$ cat src/rtl/fb_window_mapper.sv
// fb_window_mapper: maps the raster onto a framebuffer window and builds read addresses.
// In: clk, rstn, col/row, hsync_in/vsync_in, window config, fb_rd_data.
// Out: fb_rd_addr/fb_rd_en, hsync_out/vsync_out, rgb_out.
module fb_window_mapper #(
  parameter int FB_W    = 640,
  parameter int FB_H    = 480,
  parameter int DISP_W  = 800,
  parameter int DISP_H  = 600,
  parameter int H_TOTAL = 1056,
  parameter int V_TOTAL = 628,
  parameter int ADDR_W  = 19,
  parameter int DATA_W  = 12,
  parameter int RD_LAT  = 1
) (
  input  logic              clk,
  input  logic              rstn,
  input  logic [10:0]       col,
  input  logic [9:0]        row,
  input  logic              hsync_in,
  input  logic              vsync_in,
  input  logic [10:0]       x_off,
  input  logic [9:0]        y_off,
  input  logic              scale2,
  input  logic              mirror,
  input  logic [DATA_W-1:0] border_rgb,
  output logic [ADDR_W-1:0] fb_rd_addr,
  output logic              fb_rd_en,
  input  logic [DATA_W-1:0] fb_rd_data,
  output logic              hsync_out,
  output logic              vsync_out,
  output logic [DATA_W-1:0] rgb_out
);

  localparam int XCW = $clog2(FB_W + 1);
  localparam int FRW = $clog2(FB_H + 1);

  localparam logic [10:0] C_HLAST = 11'(H_TOTAL - 1);
  localparam logic [9:0]  C_VLAST = 10'(V_TOTAL - 1);
  localparam logic [10:0] C_DW    = 11'(DISP_W);
  localparam logic [9:0]  C_DH    = 10'(DISP_H);
  localparam logic [ADDR_W-1:0] C_FBW_A = ADDR_W'(FB_W);
  localparam logic [XCW-1:0]    C_XMAX  = XCW'(FB_W - 1);
  localparam logic [FRW-1:0]    C_FBH   = FRW'(FB_H);

  logic [10:0]       r_x_off;
  logic [9:0]        r_y_off;
  logic              r_scale2;
  logic              r_mirror;
  logic [DATA_W-1:0] r_border;

  logic [ADDR_W-1:0] r_line_base;
  logic              r_ysub;
  logic [FRW-1:0]    r_fb_row;
  logic [XCW-1:0]    r_xcnt;
  logic              r_xsub;

  logic [ADDR_W-1:0] r_addr;
  logic              r_en;
  logic              r_vis1;
  logic              r_hs1;
  logic              r_vs1;
  // flags per stage: {in-window, visible, hsync, vsync}
  logic [3:0]        r_pipe [RD_LAT];
  logic [DATA_W-1:0] r_rgb;
  logic              r_hs_o;
  logic              r_vs_o;

  logic              w_frame_end;
  logic              w_line_end;
  logic [11:0]       w_ww;
  logic [10:0]       w_wh;
  logic [11:0]       w_x_end;
  logic [10:0]       w_y_end;
  logic              w_in_x;
  logic              w_in_y;
  logic              w_vis;
  logic              w_in;
  logic [XCW-1:0]    w_acol;
  logic [ADDR_W-1:0] w_addr;
  logic [3:0]        w_tail;

  assign w_line_end  = (col == C_HLAST);
  assign w_frame_end = w_line_end && (row == C_VLAST);

  // Bounds carry one extra bit so a far-right/bottom window never wraps.
  assign w_ww    = r_scale2 ? 12'(2 * FB_W) : 12'(FB_W);
  assign w_wh    = r_scale2 ? 11'(2 * FB_H) : 11'(FB_H);
  assign w_x_end = {1'b0, r_x_off} + w_ww;
  assign w_y_end = {1'b0, r_y_off} + w_wh;
  assign w_in_x  = (col >= r_x_off) && ({1'b0, col} < w_x_end);
  assign w_in_y  = (row >= r_y_off) && ({1'b0, row} < w_y_end);
  assign w_vis   = (col < C_DW) && (row < C_DH);
  assign w_in    = w_in_x && w_in_y && w_vis;

  assign w_acol = r_mirror ? (C_XMAX - r_xcnt) : r_xcnt;
  assign w_addr = r_line_base + ADDR_W'(w_acol);

  // Config only moves at the frame boundary so a frame never tears.
  always_ff @(posedge clk) begin
    if (!rstn) begin
      r_x_off  <= 11'd80;
      r_y_off  <= 10'd60;
      r_scale2 <= 1'b0;
      r_mirror <= 1'b0;
      r_border <= '1;
    end else if (w_frame_end) begin
      r_x_off  <= x_off;
      r_y_off  <= y_off;
      r_scale2 <= scale2;
      r_mirror <= mirror;
      r_border <= border_rgb;
    end
  end

  always_ff @(posedge clk) begin
    if (!rstn || w_frame_end) begin
      r_line_base <= '0;
      r_ysub      <= 1'b0;
      r_fb_row    <= '0;
    end else if (w_line_end && w_in_y) begin
      if (r_scale2)
        r_ysub <= ~r_ysub;
      if ((!r_scale2 || r_ysub) && (r_fb_row != C_FBH)) begin
        r_line_base <= r_line_base + C_FBW_A;
        r_fb_row    <= r_fb_row + 1'b1;
      end
    end
  end

  always_ff @(posedge clk) begin
    if (!rstn || w_line_end) begin
      r_xcnt <= '0;
      r_xsub <= 1'b0;
    end else if (w_in) begin
      if (!r_scale2 || r_xsub)
        r_xcnt <= r_xcnt + 1'b1;
      if (r_scale2)
        r_xsub <= ~r_xsub;
    end
  end

  always_ff @(posedge clk) begin
    if (!rstn) begin
      r_addr <= '0;
      r_en   <= 1'b0;
      r_vis1 <= 1'b0;
      r_hs1  <= 1'b0;
      r_vs1  <= 1'b0;
    end else begin
      r_en   <= w_in;
      r_vis1 <= w_vis;
      r_hs1  <= hsync_in;
      r_vs1  <= vsync_in;
      if (w_in)
        r_addr <= w_addr;
    end
  end

  // Flags ride alongside the memory read so they meet the returned data.
  always_ff @(posedge clk) begin
    if (!rstn) begin
      for (int i = 0; i < RD_LAT; i++)
        r_pipe[i] <= '0;
    end else begin
      r_pipe[0] <= {r_en, r_vis1, r_hs1, r_vs1};
      for (int i = 1; i < RD_LAT; i++)
        r_pipe[i] <= r_pipe[i-1];
    end
  end

  assign w_tail = r_pipe[RD_LAT-1];

  always_ff @(posedge clk) begin
    if (!rstn) begin
      r_rgb  <= '0;
      r_hs_o <= 1'b0;
      r_vs_o <= 1'b0;
    end else begin
      r_hs_o <= w_tail[1];
      r_vs_o <= w_tail[0];
      if (w_tail[3])
        r_rgb <= fb_rd_data;
      else if (w_tail[2])
        r_rgb <= r_border;
      else
        r_rgb <= '0;
    end
  end

  assign fb_rd_addr = r_addr;
  assign fb_rd_en   = r_en;
  assign hsync_out  = r_hs_o;
  assign vsync_out  = r_vs_o;
  assign rgb_out    = r_rgb;

endmodule
$ cat config.mk
export PLATFORM = sky130hd
export DESIGN_NAME = fb_window_mapper
export DESIGN_NICKNAME = d
export VERILOG_FILES = /design/src/rtl/fb_window_mapper.sv
export SDC_FILE = /design/constraint.sdc
export NUM_CORES = 1
export LEC_CHECK = 0
export CELL_PAD_IN_SITES_DETAIL_PLACEMENT = 1
export CELL_PAD_IN_SITES_GLOBAL_PLACEMENT = 1
export CORE_MARGIN = 2
export CORE_UTILIZATION = 42
export CTS_CLUSTER_SIZE = 28
export DETAILED_ROUTE_END_ITERATION = 7
export GPL_ROUTABILITY_DRIVEN = 0
export PLACE_DENSITY = 0.95
export SETUP_SLACK_MARGIN = 0.5
export SYNTH_ARGS = -nofsm -noshare
export SYNTH_HDL_FRONTEND = slang
export SYNTH_SLANG_ARGS = --single-unit
$ cat constraint.sdc
create_clock -name clk -period 6.4 [get_ports clk]
set_clock_uncertainty 0.2 [all_clocks]
set_input_delay 1.28 -clock clk [delete_from_list [all_inputs] [get_ports clk]]
set_output_delay 1.28 -clock clk [all_outputs]
set_load 0.01 [all_outputs]
==> results.md <==
* Share of the synthesized area in the top cell type at 37.9%
* Crit-path max FO at 37
* WHS Endpoint: vsync_out
* Max-slew violations at 0
* Clk sinks at 109
* DR iter-0 viols at 308
* Starting Density at 43.3%
* Hold Path Origin: r_pipe[0][0]
* Post-synth EDFFs at 0
* Post-DR wirelength/cell at 19.0 um
* # resized after CTS at 0
* Worst hold slack at 242 ps
* Post-route insts no fill at 954
* Power share of the clock group at 39.4%
* Die ar. at 14,700 sq um
* Setup violations, final at 0
* Remaining DRCs at 0
* Area contributors post-synth: dfxtp_1 38%, ha_1 10%, nand2_1 7.4%
* RSZ-0062 raised after global routing: false
* Logic pwr share at 11.0%
* TritonRoute pass-1 iters at 5
* Num CTS Buffers at 9
* Synthesized area at 5760 sq um
* Die width at 121 um
* Ratio of cells with drive above 1 in the final layout at 3.73%
* Chip height at 121 um
* Internal power at 1.03 mW
* Core area at 13,300 sq um
* CTS tree: yes
* Max Cap Violations at 0
* R2r startpoint: r_scale2
* Flop-to-flop setup slack at 1580 ps
* Relative slew slack at 12.0%
* Post-route total power at 1.39 mW
* Synth Area per Inst at 8.33 sq um
* Placement row count at 42
* Final period utilization at 75.2%
* Worst skew pair latency at 370 ps
* PD cells at 194 nW/um^2
* Final wirelength at 18,100 um
* Hold Path Depth at 1
* Mapped Cells at 691
* Req. time, crit path at 6460 ps
* Mapped Nets at 811
* Cell taking the most area after synthesis: dfxtp_1
* Total setup buffers inserted after CTS at 0
* Nets@finish at 894
* Area Overhead vs Synth at 24.5%
* Peak VDD IR at 0.000136 V
* Port Buf Inserts at 105
* Sequential share of the synthesized area at 37.9%
* Crit path arrival time at 4880 ps
* Ant diodes at 0
* Outcome: complete, no violations
* Fraction of registers with async set/reset at 0%
* NetSw at 0.358 mW
* Clock slew at reported path FFs at 70 ps
* Synth warn at 0
* R2R depth at 11
* Setup Slack @ Placement at 1540 ps
* Dpl cells at 939
* Clock Path Buffers at 2
* Post-detail-place hpwl at 12,800 um
* Least-Margin Pin Slew at 1320 ps
* Power share of the sequential group at 49.7%
* Hold-fix buffers, CTS at 0
* Primary FF master, synth: dfxtp_1
* Post-layout minimum cycle time at 4820 ps
* H-tree Lvls at 3
* Crit end category: flip-flop
* Post-route antenna net violation count at 0
* PnR worst setup slack at 1580 ps
* Fin Setup TNS at 0 ps
* Hold WC Path Type: flip-flop to flip-flop
* Pin count of the biggest net entering global routing at 40
* Fillers at 1,547
* Register bit total from synthesis at 109
* Lkg Pwr at 2.68 nW
* WS Path Type: flip-flop to flip-flop
* Antenna violations before repair at 0
* Max Clock Freq at 0.208 GHz
* CTS root buf: clkbuf_16
* Startpoint Class: flip-flop
* Via count at 5,560
* Final hold vios at 0
* Vias per Instance at 5.83
* GRT Total Usage at 25.1%
* GRT overflow at 0
* Number of global-route vias before repair at 5,960
* I/O Pins at 106
* First-pass GRT wire length at 28,900 um
* Reg-to-reg critical path endpoint: fb_rd_addr[16]
* Unique cell type count in the Yosys netlist at 58
* Switching part of the total at 25.8%
power groups by stage:
| stage | registers (mW) | logic, mW | clock network, mW |
|---|---|---|---|
| after floorplan | 0.708 | 0.0671 | 0 |
| after global routing | 0.692 | 0.163 | 0.579 |
| final | 0.691 | 0.152 | 0.547 |
| after global placement | 0.706 | 0.141 | 0 |
| after detailed placement | 0.707 | 0.149 | 0 |
| after CTS | 0.691 | 0.151 | 0.553 |
Yosys cell counts, types with 2 or more instances:
library cell	n
a311oi_1	16
and4_1	2
nand2b_1	3
o31ai_1	6
nor3_1	8
mux2i_1	10
xnor2_1	21
nand4_1	10
o22ai_1	2
nand4b_1	2
buf_4	2
o21ai_0	13
nand2_1	114
fa_1	2
clkbuf_1	19
o211ai_1	15
or4_1	13
a21oi_1	74
and2_1	12
and3_1	4
nor4_1	5
dfxtp_1	109
xor2_1	4
or3_1	16
a211oi_1	3
ha_1	46
a21o_1	7
nor2_1	42
o21ai_1	4
o41ai_1	2
buf_1	2
nand3_1	30
inv_1	37
buf_2	12
worst max path at each step:
stage / from / endpoint / cells past startpoint
5_1_grt: r_scale2 / fb_rd_addr[17] / 11
4_1_cts: r_scale2 / fb_rd_addr[16] / 11
3_3_place_gp: col[7] / r_line_base[10] / 7
3_5_place_dp: col[7] / r_line_base[9] / 7
6_report: r_scale2 / fb_rd_addr[16] / 11
2_1_floorplan: col[5] / r_xcnt[7] / 9
critical path, stage by stage, from the launching register on:
cell and delay, ps:
dfxtp_1 620, inv_1 270, ha_1 280, fa_1 430, xnor2_1 190, ha_1 280, a21o_1 190, a2111oi_2 360
a21o_2 230, and3_1 1050, a21oi_1 240, a311oi_1 350
layout make-up:
class	count	area (sq um)	share of cell area (%)
Multi-Input combinational cell	509	3270	45.6
Sequential cell	109	2180	30.5
Inverter	37	139	1.94
Clock inverter	6	53.8	0.751
Timing Repair Buffer	108	1070	15.0
Tap cell	176	220	3.07
Clock buffer	9	225	3.14
metrics by stage:
| step | cell area [sq um] | util (%) |
|---|---|---|
| after floorplan | 5760 | - |
| after global placement | 6880 | 51.8 |
| after detailed placement | 6880 | 51.8 |
| after CTS | 7160 | 53.9 |
| after global routing | 7160 | 53.9 |
| final | 7160 | 53.9 |
placed cells by master (no fill, tap or decap), types with 9 or more instances in the layout:
master           synthesis  layout
mux2i_1                 10      10
a311oi_1                16      16
clkbuf_16                0       9
nand2_1                114     114
or3_1                   16      16
and2_1                  12      12
a21oi_1                 74      74
nand3_1                 30      30
o21ai_0                 13      13
dfxtp_1                109     109
inv_1                   37      37
o211ai_1                15      15
xnor2_1                 21      21
nor2_1                  42      42
ha_1                    46      46
nand4_1                 10      10
or4_1                   13      13
clkdlybuf4s50_1          0     105
per-layer routing:
layer	vias up	routed length, um	GRT usage (%)
met5	-	0	0
met3	74	888	5.55
met1	2668	7130	27.9
li1	2618	-	-
met4	0	899	13.9
met2	200	9190	44.0
registers in the layout (all words and copies together), names as in the netlist, 4 cells and up:
| signal | count |
|---|---|
| r_x_off | 11 |
| r_border | 12 |
| r_fb_row | 9 |
| fb_rd_addr | 19 |
| r_line_base | 12 |
| r_pipe | 4 |
| rgb_out | 12 |
| r_y_off | 10 |
| r_xcnt | 10 |
logic make-up after synthesis:
| logic type | count (synthesis) | synth area share (%) |
|---|---|---|
| fa+ha+maj | 48 | 10.7 |
| mux | 10 | 1.74 |
| compound gates | 156 | 17.7 |
| buf+inv | 73 | 5.28 |
| xor+xnor | 25 | 3.80 |
| flops | 109 | 37.9 |
| simple gates | 270 | 22.9 |
(Power assumes the default switching activity.)
